File: config.mk
export PLATFORM = sky130hd
export DESIGN_NAME = load_store_unit
export DESIGN_NICKNAME = d
export VERILOG_FILES = /design/src/rtl/load_store_unit.sv
export SDC_FILE = /design/constraint.sdc
export NUM_CORES = 1
export LEC_CHECK = 0
export ABC_AREA = 0
export ABC_CLOCK_PERIOD_IN_PS = 1800
export BUFFER_PORTS_ARGS = -buffer_cell sky130_fd_sc_hd__buf_2
export CAP_MARGIN = 20
export CORE_MARGIN = 2
export CORE_UTILIZATION = 45
export CTS_BUF_LIST = sky130_fd_sc_hd__clkbuf_2 sky130_fd_sc_hd__clkbuf_4 sky130_fd_sc_hd__clkbuf_8
export DETAILED_ROUTE_END_ITERATION = 7
export PLACE_DENSITY = 0.79
export SYNTH_ARGS = -nofsm -noshare
export SYNTH_HDL_FRONTEND = slang
export SYNTH_SLANG_ARGS = --single-unit
export TNS_END_PERCENT = 100
File: constraint.sdc
create_clock -name clk -period 1.8 [get_ports clk]
set_input_delay 0.45 -clock clk [delete_from_list [all_inputs] [get_ports clk]]
set_output_delay 0.45 -clock clk [all_outputs]
set_load 0.01 [all_outputs]
File: src/rtl/load_store_unit.sv
// RV32I memory stage: loads/stores over a single-outstanding req/ack bus, everything else passes through.
// Optional build macro LSU_MISALIGN_TRAP_EN: trap misaligned H/W accesses and add a misalign output.
module load_store_unit (
    input  logic        clk,
    input  logic        reset,
    input  logic        in_valid,
    output logic        in_ready,
    input  logic [31:0] in_inst,
    input  logic [31:0] in_alu,
    input  logic [31:0] in_rs2,
    output logic        mem_req,
    output logic        mem_we,
    output logic [31:0] mem_addr,
    output logic [3:0]  mem_wmask,
    output logic [31:0] mem_wdata,
    input  logic [31:0] mem_rdata,
    input  logic        mem_ack,
    output logic        out_valid,
    input  logic        out_ready,
    output logic        out_wb_en,
    output logic [4:0]  out_rd,
    output logic [31:0] out_data
`ifdef LSU_MISALIGN_TRAP_EN
    ,
    output logic        misalign
`endif
);

    typedef enum logic [1:0] {
        S_IDLE     = 2'd0,
        S_WAIT_ACK = 2'd1,
        S_HOLD     = 2'd2
    } state_t;

    localparam logic [6:0] OP_LOAD   = 7'b0000011;
    localparam logic [6:0] OP_STORE  = 7'b0100011;
    localparam logic [6:0] OP_BRANCH = 7'b1100011;

    state_t      state_q, state_d;
    logic        mem_req_q, mem_req_d;
    logic        mem_we_q, mem_we_d;
    logic [31:0] mem_addr_q, mem_addr_d;
    logic [3:0]  mem_wmask_q, mem_wmask_d;
    logic [31:0] mem_wdata_q, mem_wdata_d;
    logic [2:0]  funct3_q, funct3_d;
    logic [1:0]  a_q, a_d;
    logic        out_valid_q, out_valid_d;
    logic        out_wb_en_q, out_wb_en_d;
    logic [4:0]  out_rd_q, out_rd_d;
    logic [31:0] out_data_q, out_data_d;
`ifdef LSU_MISALIGN_TRAP_EN
    logic        misalign_q, misalign_d;
`endif

    logic [6:0]  opcode;
    logic [2:0]  funct3;
    logic [4:0]  rd;
    logic [1:0]  a;
    logic        is_load, is_store, is_branch, is_mem;
    logic        trap;
    logic        accept;
    logic [3:0]  st_mask;
    logic [31:0] st_wdata;
    logic [7:0]  ld_byte;
    logic [15:0] ld_half;
    logic [31:0] ld_data;
    logic        unused_inst_bits;

    assign opcode    = in_inst[6:0];
    assign funct3    = in_inst[14:12];
    assign rd        = in_inst[11:7];
    assign a         = in_alu[1:0];
    assign is_load   = (opcode == OP_LOAD);
    assign is_store  = (opcode == OP_STORE);
    assign is_branch = (opcode == OP_BRANCH);
    assign is_mem    = is_load | is_store;
    assign unused_inst_bits = ^in_inst[31:15];

`ifdef LSU_MISALIGN_TRAP_EN
    assign trap = is_mem & (((funct3[1:0] == 2'b01) & a[0]) |
                            ((funct3[1:0] == 2'b10) & (a != 2'b00)));
`else
    assign trap = 1'b0;
`endif

    // A consumed packet frees the stage in the same cycle, so HOLD with out_ready accepts too.
    assign in_ready = (state_q != S_WAIT_ACK) & (~out_valid_q | out_ready);
    assign accept   = in_valid & in_ready;

    always_comb begin
        st_mask  = 4'b1111;
        st_wdata = in_rs2;
        case (funct3[1:0])
            2'b00: begin
                st_mask  = 4'b0001 << a;
                st_wdata = {4{in_rs2[7:0]}};
            end
            2'b01: begin
                st_mask  = 4'b0011 << {a[1], 1'b0};
                st_wdata = {2{in_rs2[15:0]}};
            end
            default: ;
        endcase
    end

    assign ld_byte = mem_rdata[{a_q, 3'b000} +: 8];
    assign ld_half = a_q[1] ? mem_rdata[31:16] : mem_rdata[15:0];

    always_comb begin
        ld_data = mem_rdata;
        case (funct3_q)
            3'b000: ld_data = {{24{ld_byte[7]}}, ld_byte};
            3'b100: ld_data = {24'd0, ld_byte};
            3'b001: ld_data = {{16{ld_half[15]}}, ld_half};
            3'b101: ld_data = {16'd0, ld_half};
            default: ;
        endcase
    end

    always_comb begin
        state_d     = state_q;
        mem_req_d   = mem_req_q;
        mem_we_d    = mem_we_q;
        mem_addr_d  = mem_addr_q;
        mem_wmask_d = mem_wmask_q;
        mem_wdata_d = mem_wdata_q;
        funct3_d    = funct3_q;
        a_d         = a_q;
        out_valid_d = out_valid_q;
        out_wb_en_d = out_wb_en_q;
        out_rd_d    = out_rd_q;
        out_data_d  = out_data_q;
`ifdef LSU_MISALIGN_TRAP_EN
        misalign_d  = misalign_q;
`endif

        case (state_q)
            S_WAIT_ACK: begin
                if (mem_ack) begin
                    state_d     = S_HOLD;
                    mem_req_d   = 1'b0;
                    out_valid_d = 1'b1;
                    // Stores report their effective address; loads the extracted lane.
                    out_data_d  = mem_we_q ? {mem_addr_q[31:2], a_q} : ld_data;
                end
            end
            S_HOLD: begin
                if (out_ready) begin
                    state_d     = S_IDLE;
                    out_valid_d = 1'b0;
                end
            end
            default: ;
        endcase

        if (accept) begin
            out_rd_d    = rd;
            out_wb_en_d = (rd != 5'd0) & ~is_store & ~is_branch & ~trap;
`ifdef LSU_MISALIGN_TRAP_EN
            misalign_d  = trap;
`endif
            if (is_mem & ~trap) begin
                state_d     = S_WAIT_ACK;
                mem_req_d   = 1'b1;
                mem_we_d    = is_store;
                mem_addr_d  = {in_alu[31:2], 2'b00};
                mem_wmask_d = is_store ? st_mask : 4'b0000;
                mem_wdata_d = is_store ? st_wdata : 32'd0;
                funct3_d    = funct3;
                a_d         = a;
                out_valid_d = 1'b0;
            end else begin
                state_d     = S_HOLD;
                out_valid_d = 1'b1;
                out_data_d  = in_alu;
            end
        end
    end

    always_ff @(posedge clk) begin
        if (reset) begin
            state_q     <= S_IDLE;
            mem_req_q   <= 1'b0;
            mem_we_q    <= 1'b0;
            mem_addr_q  <= 32'd0;
            mem_wmask_q <= 4'b0000;
            mem_wdata_q <= 32'd0;
            funct3_q    <= 3'd0;
            a_q         <= 2'd0;
            out_valid_q <= 1'b0;
            out_wb_en_q <= 1'b0;
            out_rd_q    <= 5'd0;
            out_data_q  <= 32'd0;
`ifdef LSU_MISALIGN_TRAP_EN
            misalign_q  <= 1'b0;
`endif
        end else begin
            state_q     <= state_d;
            mem_req_q   <= mem_req_d;
            mem_we_q    <= mem_we_d;
            mem_addr_q  <= mem_addr_d;
            mem_wmask_q <= mem_wmask_d;
            mem_wdata_q <= mem_wdata_d;
            funct3_q    <= funct3_d;
            a_q         <= a_d;
            out_valid_q <= out_valid_d;
            out_wb_en_q <= out_wb_en_d;
            out_rd_q    <= out_rd_d;
            out_data_q  <= out_data_d;
`ifdef LSU_MISALIGN_TRAP_EN
            misalign_q  <= misalign_d;
`endif
        end
    end

    assign mem_req   = mem_req_q;
    assign mem_we    = mem_we_q;
    assign mem_addr  = mem_addr_q;
    assign mem_wmask = mem_wmask_q;
    assign mem_wdata = mem_wdata_q;
    assign out_valid = out_valid_q;
    assign out_wb_en = out_wb_en_q;
    assign out_rd    = out_rd_q;
    assign out_data  = out_data_q;
`ifdef LSU_MISALIGN_TRAP_EN
    assign misalign  = misalign_q;
`endif

endmodule
## Word level (Yosys, flattened, before mapping)

Index checks and enable logic that the tools add are counted.

- Word-level logic and storage cells: 67
- Flip-flop bits (word level): 114
- Input port bits: 133
- Output and inout bits: 110

- Eq/ne operators: 12
- Shift-type cells: 3
- Bitwise logic cells: 9
- Reduce and logical (&&, ||, !) cells: 6
- Multiplexer cells: 25

Operators with widths:

| operator | number |
|---|---|
| 32-bit two-way mux | 6 |
| 32-bit one-hot mux with 4 select lines | 1 |
| 32-bit one-hot mux with 2 select lines | 1 |
| 32-bit by 6-bit variable part select with 8-bit output | 1 |
| 16-bit two-way mux | 1 |
| 1-bit two-way mux | 8 |
| 2-bit two-way mux | 4 |
| 4-bit one-hot mux with 2 select lines | 1 |
| 7-bit by 2-bit == test with 1-bit output, second input constant | 1 |
| 7-bit by 6-bit == test with 1-bit output, second input constant | 1 |
| 7-bit == test, second input constant | 1 |
| 3-bit == test, second input constant | 2 |
| 3-bit inequality test, second input constant | 2 |
| 5-bit nonzero test | 1 |
| 1-bit bitwise AND | 4 |
| 2-bit by 1-bit == test with 1-bit output, second input constant | 2 |
| 4-bit two-way mux | 1 |
| 2-bit one-hot mux with 2 select lines | 1 |
| 1-bit by 2-bit left shift with 4-bit output, first input constant | 1 |
| 2-bit by 2-bit left shift with 4-bit output, first input constant | 1 |
| 3-bit by 1-bit == test with 1-bit output, second input constant | 1 |
| 3-bit zero test | 1 |
| 1-bit inverter | 3 |
| 3-bit AND reduction | 1 |
| other kinds (7) | 8 |

## Longest topological paths before layout

- Word-level depth: 7
- Mapped depth: 7
- Mapped depth without buffers: 5

## Worst setup path after synthesis

Ideal clock, no wire load.

- Kind: input to register
- Start: input port out_ready
- End: register out_data_q[28], in the netlist out_data[28]
- Path buffers: 2
- Setup time: 0.137 ns
- Arrival: 1.619 ns
- Setup slack: 0.044 ns
- Cell stages on the path: 7
- Data required time: 1.663 ns
- Path through: and2_1 > or2_1 > nand3_1 > buf_4 > buf_4 > mux2i_1 > o32ai_1

- Longest elaborated chain between the ends: 4

RTL lines:

| item | RTL line | RTL |
|---|---|---|
| from (decl) | 19 | `input logic out_ready,` |
| 1-bit OR | 87 | `assign in_ready = (state_q != S_WAIT_ACK) & (~out_valid_q \| out_ready);` |
| 1-bit bitwise AND | 87 |  |
| via in_ready | 7 | `output logic in_ready,` |
| 1-bit bitwise AND | 88 | `assign accept = in_valid & in_ready;` |
| 32-bit two-way mux | 156 | `if (accept) begin` |
| to (signal assigned) | 209 | `out_data_q <= out_data_d;` |
| to (decl) | 50 | `logic [31:0] out_data_q, out_data_d;` |

The timed path passes the listed nets, and every way through them passes these cells.
A chain may end at the register's enable or synchronous reset.

## Worst setup path in the final report

- Start: register funct3_q[0]
- End: register out_data_q[9], in the netlist out_data[9]

- Longest elaborated chain between the ends: 7
- Elaborated cells between the ends (all ways): 10
- Classes of those cells: eq/ne: 3; mux: 6; reduce/logical: 1

RTL lines:

| item | RTL line | RTL |
|---|---|---|
| from (decl) | 45 | `logic [2:0] funct3_q, funct3_d;` |
| from (signal assigned) | 204 | `funct3_q <= funct3_d;` |
| 3-bit == test (tied with other cells) | 111 | `case (funct3_q)` |
| 32-bit one-hot mux with 4 select lines * | 111 |  |
| 32-bit two-way mux * | 144 | `out_data_d = mem_we_q ? {mem_addr_q[31:2], a_q} : ld_data;` |
| 32-bit two-way mux * | 139 | `if (mem_ack) begin` |
| 32-bit two-way mux * | 137 | `case (state_q)` |
| 32-bit two-way mux | 162 | `if (is_mem & ~trap) begin` |
| 32-bit two-way mux * | 156 |  |

Every way passes the cells marked *; elsewhere a longest branch is shown, timed or not.

==> results.yml <==
run_status:
  status: "finished, violations left"
  violations: "negative setup slack"
clocking:
  clockBufferDepth: 2
  path_clk_slew_ps: 70
  clk-insertion-delay-late_ps: 430
  cts_buffers: 17
  cts_num_sinks: 113
  cts_tree: "done"
  cts_max_level: 4
  clockRootBuffer: "clkbuf_8"
critical_path:
  cpPeakStageDelay_ps: 370
  critPathKind: "flop to flop"
  crit_fanout: 8
  critPathLaunchType: "flop"
  crit_path_cell_trace: "or3_4, or2_4, a21o_4, a211o_1, a211oi_2"
  end_kind: "flop"
  cp_slowest_cell: "or3_4"
  arrival_ps: 2160
  crit_required_ps: 2160
placement:
  place_area_sq_um: 7320
  port_buffers: 223
  place_inst: 1091
  gp_congestion: 0.907
  dp_hpwl_mm: 13.6
floorplan:
  core_sq_um: 12500
  die_area_sq_um: 13700
  io_pins: 243
  die_y_um: 117
  fp-row-count: 41
  start_util: 0.459
  die_x_um: 117
sta:
  fmax_mhz: 555
  worst_slew_pin_slew_ps: 508
  finalCriticalPeriod_ps: 1800
  final-hold-violation-count: 0
  fin_skew_ps: 8.43
  drv_slew: 0
  rsz0062_at_grt: "true"
  tns_ps: -2.16
  setup_viol: 1
  period_share: 1.00
  setup_ws_ps: -2.16
  slew_headroom: 0.661
drt:
  drtIter0Drc: 450
  wl_met3_mm: 1.57
  vias_per_cell: 5.53
  highest_layer: "met4"
  drt_pass1_iterations: 4
  wl_met2_mm: 8.97
  drcViolationCount: 0
  wire_per_inst_um: 16.7
  drt_wl_total_mm: 18.8
  final_antenna_net_count: 0
  vias: 6201
  met1_length_mm: 7.50
synthesis:
  netlist-cell-type-count: 48
  synth-seq-cells: 113
  synthArstFlopShare: 0
  synth_warnings: 0
  synthCells: 712
  synth_edf_count: 0
  avgSynthCellArea_sq_um: 8.06
  synth_flop_cell: "dfxtp_1"
  netlist_area_sq_um: 5740
  synth-seq-area-share: 0.394
global_route:
  gr-total-overflow: 0
  antenna_found_initial: 0
  grt_max_degree: 75
  grt_pass1_wl_mm: 28.4
  grt_pass1_vias: 5849
  grt_usage: 0.270
final_layout:
  nFillCells: 1150
  final_area_sq_um: 7790
  finish.cell_count_without_fillers: 1122
  drive_gt1_frac: 0.364
  diodes: 0
  nets: 1072
  syn_to_final_growth_pct: 35.7
flow_run:
  max-cap-violations: 0
power:
  ir_drop_uv: 485
  leakagePower_uw: 0.00351
  p_per_area_nw_per_um2: 772
hold_path:
  hp-class: "primary input to flop"
-- synthesized netlist by cell type (2+ instances only) --
cell type	number	area share
a211o_1	11	0.017
a211oi_2	8	0.017
a21o_1	8	0.010
a21oi_1	113	0.099
a221oi_1	15	0.023
a22o_1	2	0.0031
a22oi_1	2	0.0026
and2_1	18	0.020
buf_1	2	0.0013
buf_2	14	0.012
buf_4	6	0.0078
clkbuf_1	42	0.027
dfxtp_1	113	0.39
inv_1	7	0.0046
mux2_2	17	0.033
mux2i_1	33	0.058
nand2_1	125	0.082
nand2b_1	3	0.0033
nand3_1	36	0.031
nand3b_1	7	0.0092
nor2_1	30	0.020
nor2b_1	33	0.036
nor3_1	4	0.0035
nor4_1	2	0.0022
nor4b_1	2	0.0031
o211ai_1	3	0.0039
o21ai_0	11	0.0096
o22ai_1	3	0.0033
o31ai_1	2	0.0026
o32ai_1	17	0.026
o41ai_1	3	0.0046
or2_1	3	0.0033
or3_1	2	0.0022
-- through the flow --
| step | worst slack (ps) | util | hold WS [ps] | total power [uW] |
|---|---|---|---|---|
| after detailed placement | -159 | 0.585 | 440 | 3460 |
| after global placement | -148 | 0.585 | 434 | 3450 |
| final | -2.16 | 0.622 | 262 | 6020 |
| after global routing | -42.7 | 0.622 | 232 | 6260 |
| after floorplan | 43.6 | - | 461 | 3080 |
| after CTS | 10.4 | 0.619 | 239 | 6040 |
-- worst paths after layout --
path / endpoint / slack [ps] / cells after the start / startpoint
setup / recovery: out_data[9]$_SDFF_PP0_ / -2 / 5 / funct3_q[0]$_SDFFE_PP0P_
hold / removal: mem_addr[10]$_SDFFE_PP0P_ / 260 / 3 / in_alu[10]
setup reg to reg: out_data[9]$_SDFF_PP0_ / -2 / 5 / funct3_q[0]$_SDFFE_PP0P_
hold reg to reg: mem_wmask[1]$_SDFFE_PP0P_ / 450 / 2 / mem_wmask[1]$_SDFFE_PP0P_
-- per-layer routing --
layer,vias to the layer above,global-route usage
met5,-,0
met4,0,0.134
met3,51,0.0767
met2,302,0.463
met1,2880,0.308
li1,2968,-
-- critical path: cells and delay by family, from the launching register on --
kind	cells	cell delay, ps
and+or+nand+nor	2	630
DFF	1	330
AOI/OAI and AO/OA	3	770
-- final cells by class --
class / count / area, sq um / share of cell area
Tap cell: 172 / 215 / 0.0276
Sequential cell: 113 / 2270 / 0.291
Timing Repair Buffer: 272 / 1650 / 0.212
Clock inverter: 5 / 100 / 0.0128
Clock buffer: 25 / 325 / 0.0418
Multi-Input combinational cell: 528 / 3210 / 0.412
Inverter: 7 / 26.3 / 0.00337
-- sequential cells by signal (all words and copies together) (netlist names) --
register,flops
mem_wmask,4
mem_we,1
out_wb_en,1
state_q,2
a_q,2
mem_addr,30
out_data,32
mem_wdata,32
out_rd,5
funct3_q,3
mem_req,1
-- layout by cell type (no fill, tap or decap), types with 4 or more instances in the layout --
master      n
a211o_1    11
nor3_1      4
a211oi_2    8
a221oi_1   15
buf_12     13
buf_2     222
nor2_1     30
o32ai_1    17
o21ai_0    11
dfxtp_1   110
nor2b_1    32
buf_4      37
nand3_1    35
nand3b_1    7
inv_1       7
mux2i_1    33
a21oi_1   112
a21o_1      7
mux2_2     17
and2_1     17
nand2_1   125
clkbuf_8   22
-- power breakdown --
group          total [uW]  internal [uW]  leakage (uW)  switching [uW]
clock                2590           1580      0.000222            1010
combinational         818            381       0.00237             437
sequential           2610           2570      0.000919            36.1
-- kinds of logic after synthesis --
group / Yosys count / synth area share
AND/OR/NAND/NOR: 269 / 0.221
AO/OA/AOI/OAI: 206 / 0.236
flip-flops: 113 / 0.394
buffers and inverters: 72 / 0.0554
multiplexers: 51 / 0.0929
other: 1 / 0.000653
-- repair_timing --
action / in CTS / in global routing
cloned: 0 / 0
buffers inserted: 0 / 1
setup endpoints to repair: 11 / 17
gates resized for setup: 3 / 10
pin swaps: 0 / 12
hold buffers: 0 / 0
Note: power is estimated with default switching activity, not from simulation.
